**config.mk**
```make
export PLATFORM = sky130hd
export DESIGN_NAME = mem_arbiter
export DESIGN_NICKNAME = d
export VERILOG_FILES = /design/src/rtl/mem_arbiter.sv
export SDC_FILE = /design/constraint.sdc
export NUM_CORES = 1
export LEC_CHECK = 0
export CAP_MARGIN = 5
export CORE_AREA = 2 2 109 111
export DETAILED_ROUTE_END_ITERATION = 6
export DIE_AREA = 0 0 111 113
export PLACE_DENSITY_LB_ADDON = 0.3
export SYNTH_ARGS = -nofsm -noshare
export SYNTH_HDL_FRONTEND = slang
export SYNTH_SLANG_ARGS = --single-unit
```
**constraint.sdc**
```tcl
create_clock -name clk -period 1.7 [get_ports clk]
set_clock_uncertainty 0.15 [all_clocks]
set_input_delay 0.17 -clock clk [delete_from_list [all_inputs] [get_ports clk]]
set_output_delay 0.17 -clock clk [all_outputs]
set_load 0.02 [all_outputs]
```
**src/rtl/mem_arbiter.sv**
```systemverilog
// mem_arbiter: round-robin, ownership-locked arbiter sharing one memory port between parser (0) and loader (1).
// Optional MEM_ARB_STATS_EN adds grant and conflict counters.
module mem_arbiter #(
  parameter int ADDR_W  = 32,
  parameter int DATA_W  = 32,
  parameter int WIDTH_W = 4
) (
  input  logic               clk,
  input  logic               rst,
  input  logic               req0_ce_i,
  input  logic               req0_we_i,
  input  logic [ADDR_W-1:0]  req0_addr_i,
  input  logic [WIDTH_W-1:0] req0_width_i,
  input  logic [DATA_W-1:0]  req0_data_i,
  output logic               req0_gnt_o,
  input  logic               req1_ce_i,
  input  logic               req1_we_i,
  input  logic [ADDR_W-1:0]  req1_addr_i,
  input  logic [WIDTH_W-1:0] req1_width_i,
  input  logic [DATA_W-1:0]  req1_data_i,
  output logic               req1_gnt_o,
  output logic [DATA_W-1:0]  rdata_o,
  output logic               mem_ce_o,
  output logic               mem_we_o,
  output logic [ADDR_W-1:0]  mem_addr_o,
  output logic [WIDTH_W-1:0] mem_width_o,
  output logic [DATA_W-1:0]  mem_data_o,
  input  logic [DATA_W-1:0]  mem_data_i
`ifdef MEM_ARB_STATS_EN
  ,
  output logic [31:0]        gnt0_cnt_o,
  output logic [31:0]        gnt1_cnt_o,
  output logic [31:0]        conflict_cnt_o
`endif
);
  typedef enum logic [1:0] {IDLE, OWN0, OWN1} state_t;
  state_t state, state_nx;
  logic rr_last, rr_last_nx;
  logic sel0, sel1;
  always_ff @(posedge clk) begin
    if (rst) begin
      state   <= IDLE;
      rr_last <= 1'b1;
    end else begin
      state   <= state_nx;
      rr_last <= rr_last_nx;
    end
  end
  always_comb begin
    state_nx   = state;
    rr_last_nx = rr_last;
    case (state)
      IDLE: state_nx = (req0_ce_i && req1_ce_i) ? (rr_last ? OWN0 : OWN1) :
                       req0_ce_i ? OWN0 : req1_ce_i ? OWN1 : IDLE;
      OWN0: if (!req0_ce_i) begin
        state_nx   = req1_ce_i ? OWN1 : IDLE;
        rr_last_nx = 1'b0;
      end
      OWN1: if (!req1_ce_i) begin
        state_nx   = req0_ce_i ? OWN0 : IDLE;
        rr_last_nx = 1'b1;
      end
      default: state_nx = IDLE;
    endcase
  end
  assign sel0       = state == OWN0;
  assign sel1       = state == OWN1;
  assign req0_gnt_o = sel0;
  assign req1_gnt_o = sel1;
  assign rdata_o    = mem_data_i;
  // Memory port follows the owner combinationally so address walks reach memory in the same cycle.
  assign mem_ce_o    = sel0 ? req0_ce_i    : sel1 ? req1_ce_i    : 1'b0;
  assign mem_we_o    = sel0 ? req0_we_i    : sel1 ? req1_we_i    : 1'b0;
  assign mem_addr_o  = sel0 ? req0_addr_i  : sel1 ? req1_addr_i  : '0;
  assign mem_width_o = sel0 ? req0_width_i : sel1 ? req1_width_i : '0;
  assign mem_data_o  = sel0 ? req0_data_i  : sel1 ? req1_data_i  : '0;
`ifdef MEM_ARB_STATS_EN
  logic conflict;
  assign conflict = (sel0 && req1_ce_i) || (sel1 && req0_ce_i) ||
                    (state == IDLE && req0_ce_i && req1_ce_i);
  always_ff @(posedge clk) begin
    if (rst) begin
      gnt0_cnt_o     <= '0;
      gnt1_cnt_o     <= '0;
      conflict_cnt_o <= '0;
    end else begin
      if (state_nx == OWN0 && !sel0) gnt0_cnt_o <= gnt0_cnt_o + 32'd1;
      if (state_nx == OWN1 && !sel1) gnt1_cnt_o <= gnt1_cnt_o + 32'd1;
      if (conflict) conflict_cnt_o <= conflict_cnt_o + 32'd1;
    end
  end
`endif
endmodule
```
==> flow_summary.json <==
{
  "worst_pin_slew_ns": 0.1492,
  "drtIter0Drc": 48,
  "slew_headroom_pct": 89.98,
  "dr.pass1.iters": 4,
  "num_vias": 1919,
  "grt_use_met3_pct": 3.160,
  "grtUsageTotal_pct": 10.73,
  "rsz0062_at_grt": "yes",
  "drv_slew": 0,
  "ant_nets": 0,
  "syn_to_final_growth_pct": 209.7,
  "p_int_mw": 1.112,
  "ys_seq_area_share_pct": 5.134,
  "period_share_pct": 99.45,
  "ys_ff_latch": 3,
  "post-route-min-period_ns": 1.691,
  "synthSimpleGateAreaFrac_pct": 5.561,
  "die_h_um": 113,
  "clk_path_buf_depth": 2,
  "max_stage_delay_ns": 0.34,
  "critPathArrivalTime_ns": 1.37,
  "critical_path_peak_fanout": 18,
  "crit_path_cell_trace": "nor2b_4 > buf_4 > buf_12 > a22o_4 > buf_6",
  "p_switching_uw": 534.0,
  "synthCells": 134,
  "combPwrFrac_pct": 71.9,
  "synth_area_um2": 1170,
  "slowest_stage": "dfxtp_4",
  "p_per_area_nw_per_um2": 454.2,
  "mostFrequentLayoutCells": "clkdlybuf4s50_1, buf_6, a22o_1",
  "top_usage_layer": "met2",
  "pre_cts_ws_ns": -0.2955,
  "n_fill_cell": 1181,
  "hpwl_um": 5645,
  "met1_usage_pct": 11.60,
  "synthDistinctLibCells": 16,
  "synthAdderAreaFrac_pct": 0,
  "layout_setup_ws_ns": 0.009349,
  "grt_pass1_vias": 1862,
  "layout_commonest_cell": "clkdlybuf4s50_1",
  "htree_levels": 1,
  "synth_top_family_by_area": "compound AO/OA/AOI/OAI gates",
  "numCtsBuffers": 3,
  "initial_core_util_pct": 10.38,
  "cp_data_required_time_ns": 1.38,
  "coreArea_um2": 11270,
  "ir_drop_v": 0.0003503,
  "cts_root_buffer": "clkbuf_16",
  "drive_above_1_share_pct": 32.52,
  "cts_hold_buffers": 0,
  "worstSkewPairLatency_ns": 0.23,
  "grt_max_degree": 36,
  "n_antenna_cell": 0,
  "top_level_ports": 278,
  "row_count": 39,
  "hold_viol": 0,
  "cts_tree": "yes",
  "place_congestion": 0.7723,
  "min_path_type": "in -> out",
  "synthXorXnorAreaFrac_pct": 0,
  "p_seq_share_pct": 5.1,
  "drc": 0,
  "clockPowerShare_pct": 23.0,
  "ff2ff_setup_slack_ns": 0.55,
  "endpoint_kind": "output port",
  "cap_viol_max_count": 0,
  "use_met2_pct": 20.12,
  "status": "finished, final reports clean",
  "dieArea_um2": 12540,
  "die_x_um": 111,
  "wl_per_cell_um": 17.41,
  "setup_viol": 0,
  "antenna_found_initial": 0,
  "layout.nets": 504,
  "startpoint_type": "flop",
  "syn_nets": 308,
  "clk_pin_slew_ns": 0.03,
  "grt_pass1_wl_um": 10630,
  "grt_overflow_total": 0,
  "avgSynthCellArea_um2": 8.730,
  "avgViaCountPerCell": 4.066,
  "fin_hold_ws_ns": 0.1900,
  "path_class": "reg -> out",
  "synth_compound_area_share_pct": 54.33,
  "drt-total-wl_um": 8218,
  "ys_warn_count": 0,
  "synth_mux_area_share_pct": 0,
  "p_leak_nw": 1.543,
  "fmax_mhz": 591.5,
  "clkSinkCount": 3,
  "io_buffers": 213,
  "p_sw_share_pct": 32.44
}
[synthesized netlist by cell type]
master / n / area, µm²
a21oi_1: 1 / 5.000
a22o_1: 70 / 613.1
and3b_1: 2 / 17.52
buf_12: 2 / 40.04
buf_2: 7 / 35.03
buf_4: 32 / 240.2
buf_8: 6 / 90.09
dfxtp_1: 3 / 60.06
inv_2: 1 / 3.750
nor2_1: 3 / 11.26
nor2_4: 1 / 11.26
nor2b_1: 1 / 6.260
nor2b_4: 1 / 13.76
nor3_1: 1 / 5.000
o21ai_0: 1 / 5.000
o22ai_1: 2 / 12.51
[state kept, by name, indices dropped and copies added (netlist names)]
signal / flops
state: 2
rr_last: 1
[per-layer routing]
metal / up-vias / wire length [µm] / share of wire, %
li1: 898 / - / -
met1: 876 / 3017 / 37
met2: 123 / 4347 / 53
met3: 22 / 679 / 8.3
met4: 0 / 173 / 2.1
met5: - / 0 / 0
[cell families after synthesis]
| group | count (synthesis) |
|---|---|
| AND/OR/NAND/NOR | 9 |
| AO/OA/AOI/OAI | 74 |
| flip-flops | 3 |
| buffers and inverters | 48 |
[per-stage QoR]
step / utilization (%) / instances / instance area, µm² / power [mW] / TNS [ns]
5_1_grt: 32.15 / 472 / 3623 / 1.721 / -1.134
3_3_place_gp: 28.26 / 451 / 3186 / 1.111 / -14.62
2_1_floorplan: - / 134 / 1170 / 0.6066 / 0
3_5_place_dp: 28.26 / 451 / 3186 / 1.112 / -15.72
4_1_cts: 29.23 / 465 / 3294 / 1.534 / -0.08707
6_report: 32.15 / 472 / 3623 / 1.646 / 0
[final timing paths]
| kind | start | endpoint | cells past startpoint |
|---|---|---|---|
| worst max-delay path | state[1] | mem_addr_o[18] | 5 |
| worst max register to register | state[0] | rr_last | 5 |
| worst min-delay path | mem_data_i[12] | rdata_o[12] | 0 |
| worst min register to register | rr_last | rr_last | 2 |
[power groups by stage]
stage	clock [mW]	sequential [mW]	combinational (mW)
2_1_floorplan	0	0.0855	0.521
3_3_place_gp	0	0.0844	1.03
3_5_place_dp	0	0.0847	1.03
4_1_cts	0.389	0.0844	1.06
5_1_grt	0.394	0.0845	1.24
6_report	0.378	0.0838	1.18
[worst max-delay path, delay by kind of cell (launching register included)]
kind	cells	cell delay, ns
buffers and inverters	3	0.40
AO/OA/AOI/OAI	1	0.25
AND/OR/NAND/NOR	1	0.13
flip-flops	1	0.34
[final cells by class]
class / count / area (µm²) / share of cell area, %
Timing Repair Buffer: 238 / 2574 / 71.03
Multi-Input combinational cell: 83 / 718.2 / 19.82
Tap cell: 143 / 178.9 / 4.938
Clock buffer: 4 / 78.83 / 2.175
Sequential cell: 3 / 67.56 / 1.865
Inverter: 1 / 6.256 / 0.1727
[timing repair]
item	CTS	global route
cloned	3	7
pin swaps	5	31
setup buffers	7	1
setup endpoints to repair	72	72
resized for setup	361	73
Note: power is estimated with default switching activity, not from simulation.
==> patch (config.mk and constraints unchanged) <==
`WIDTH_W`: 4 -> 3.
--- a/src/rtl/mem_arbiter.sv
+++ b/src/rtl/mem_arbiter.sv
@@ -3,7 +3,7 @@
 module mem_arbiter #(
   parameter int ADDR_W  = 32,
   parameter int DATA_W  = 32,
-  parameter int WIDTH_W = 4
+  parameter int WIDTH_W = 3
 ) (
   input  logic               clk,
   input  logic               rst,
Ports: changed (resized mem_width_o, req0_width_i and req1_width_i); port bits go from 278 to 275. No check against the original RTL was run, so the function may have changed too.
==> patch against the unedited design <==
- the run now ends with negative setup slack left
- critical endpoint is now mem_addr_o[30]
- final area down 3.1%
- wire length down 13%
- non-clock buffer count down 5
- sequential cell count unchanged
- cell count down 1.3%
- area after synthesis up 5.6%
- power down 3.5%
- combinational power down 4%
- worst setup slack worse by 0.073 ns
==> patch: results (changes against the unedited design) <==
\begin{tabular}{lr}
\hline
Metric & Value \\
\hline
\multicolumn{2}{l}{\textbf{Status}} \\
Status & finished, violations left (was finished clean) \\
Violated checks & negative setup slack \\
\multicolumn{2}{l}{\textbf{Routing}} \\
Per-cell routed wire length & 15.4 um (was 17.4 um) \\
Number of vias per cell & 4.03 (was 4.07) \\
Routed metal-1 wirelength & 3110 um (was 3020 um) \\
Iter 0 DRT Violations & 53 (was 48) \\
\multicolumn{2}{l}{\textbf{Final layout}} \\
Number of ordinary and repair buffers in the finished layout & 233 (was 238) \\
Filler Cell Count & 1223 (was 1181) \\
Buffering overhead & 0.708 (was 0.710) \\
Share of cell area taken by flip-flops and latches & 0.0193 (was 0.0186) \\
Ratio of cells with drive above 1 in the final layout & 0.313 (was 0.325) \\
Proportion of cell area occupied by multi-input gates & 0.197 (was 0.198) \\
Count of nets after finishing & 496 (was 504) \\
Number of logic inverters in the finished layout & 1 (unchanged) \\
Share of final layout cell area taken by clock buffers and inverters & 0.0225 (was 0.0218) \\
\multicolumn{2}{l}{\textbf{Yosys}} \\
Syn nets & 305 (was 308) \\
Register area share after synthesis & 0.0486 (was 0.0513) \\
Cell types with the largest area share after synthesis & a22o\_1, buf\_4, buf\_12, buf\_6, dfxtp\_1 (was a22o\_1, buf\_4, buf\_8, dfxtp\_1, buf\_12) \\
Number of distinct standard cells referenced by the synthesized netlist & 15 (was 16) \\
Top cells by count, synth & a22o\_1, buf\_4, buf\_12 (was a22o\_1, buf\_4, buf\_2) \\
\multicolumn{2}{l}{\textbf{GRT}} \\
Via count of the first global-routing pass & 1856 (was 1862) \\
GRT Overall Usage & 0.0977 (was 0.107) \\
First-pass GRT wire length & 10100 um (was 10600 um) \\
Global routing usage on met2 & 0.171 (was 0.201) \\
Global-route track usage on met3 & 0.0262 (was 0.0316) \\
\multicolumn{2}{l}{\textbf{Timing}} \\
Setup slack after layout & -0.0637 ns (was 0.00935 ns) \\
Worst hold margin & 0.190 ns (unchanged) \\
Post-route setup TNS & -1.36 ns (was 0 ns) \\
Final setup violation count & 40 (was 0) \\
Slew HR & 0.856 (was 0.900) \\
\multicolumn{2}{l}{\textbf{Placed design}} \\
Port buffer count & 210 (was 213) \\
Final weighted congestion in routability-driven placement & 0.760 (was 0.772) \\
Placed wire-length estimate & 5090 um (was 5640 um) \\
Minimum setup slack after placement & -0.330 ns (was -0.295 ns) \\
\multicolumn{2}{l}{\textbf{Pwr}} \\
Sw power & 0.000502 W (was 0.000534 W) \\
IR drop worst, VDD & 0.000570 V (was 0.000350 V) \\
Reported clock group power & 0.000373 W (was 0.000378 W) \\
Switching portion of total power & 0.316 (was 0.324) \\
Combinational share of power & 0.712 (was 0.719) \\
\multicolumn{2}{l}{\textbf{Worst setup path}} \\
Register-to-register setup slack & 0.57 ns (was 0.55 ns) \\
Launch point of the worst reg-to-reg path & state[1]\$\_SDFFE\_PP0P\_ (was state[0]\$\_SDFFE\_PP0P\_) \\
\multicolumn{2}{l}{\textbf{CTS}} \\
Worst-Skew Late Latency & 0.22 ns \\
\hline
\end{tabular}
patch: what timing repair did:
action | 4_1_cts | 5_1_grt
endpoints found under the setup margin | 71 | 68
buffers inserted | 5 | 4
gates cloned | 3 | 4
gates resized for setup | 322 | 94
pin swaps | 2 | 18
patch: metrics by stage:
step            util  std cells  instance area (um^2)
2_1_floorplan      -        133                  1230
3_3_place_gp   0.279        447                  3150
3_5_place_dp   0.279        447                  3150
4_1_cts        0.280        459                  3160
5_1_grt        0.311        466                  3510
6_report       0.311        466                  3510
patch: path summary, 6_finish.rpt:
path | end | cells past startpoint
min | rdata_o[13] | 0
max | mem_addr_o[30] | 6
min reg2reg | rr_last$_SDFFE_PP1P_ | 2
max reg2reg | state[1]$_SDFFE_PP0P_ | 4
patch: cells by family (layout without fill, tap and decap cells):
logic type      Yosys count  in the layout  share of synthesized area
flops                     3              3                     0.0486
simple gates              9              9                     0.0527
compound gates           73             73                      0.508
buf+inv                  48            238                      0.391
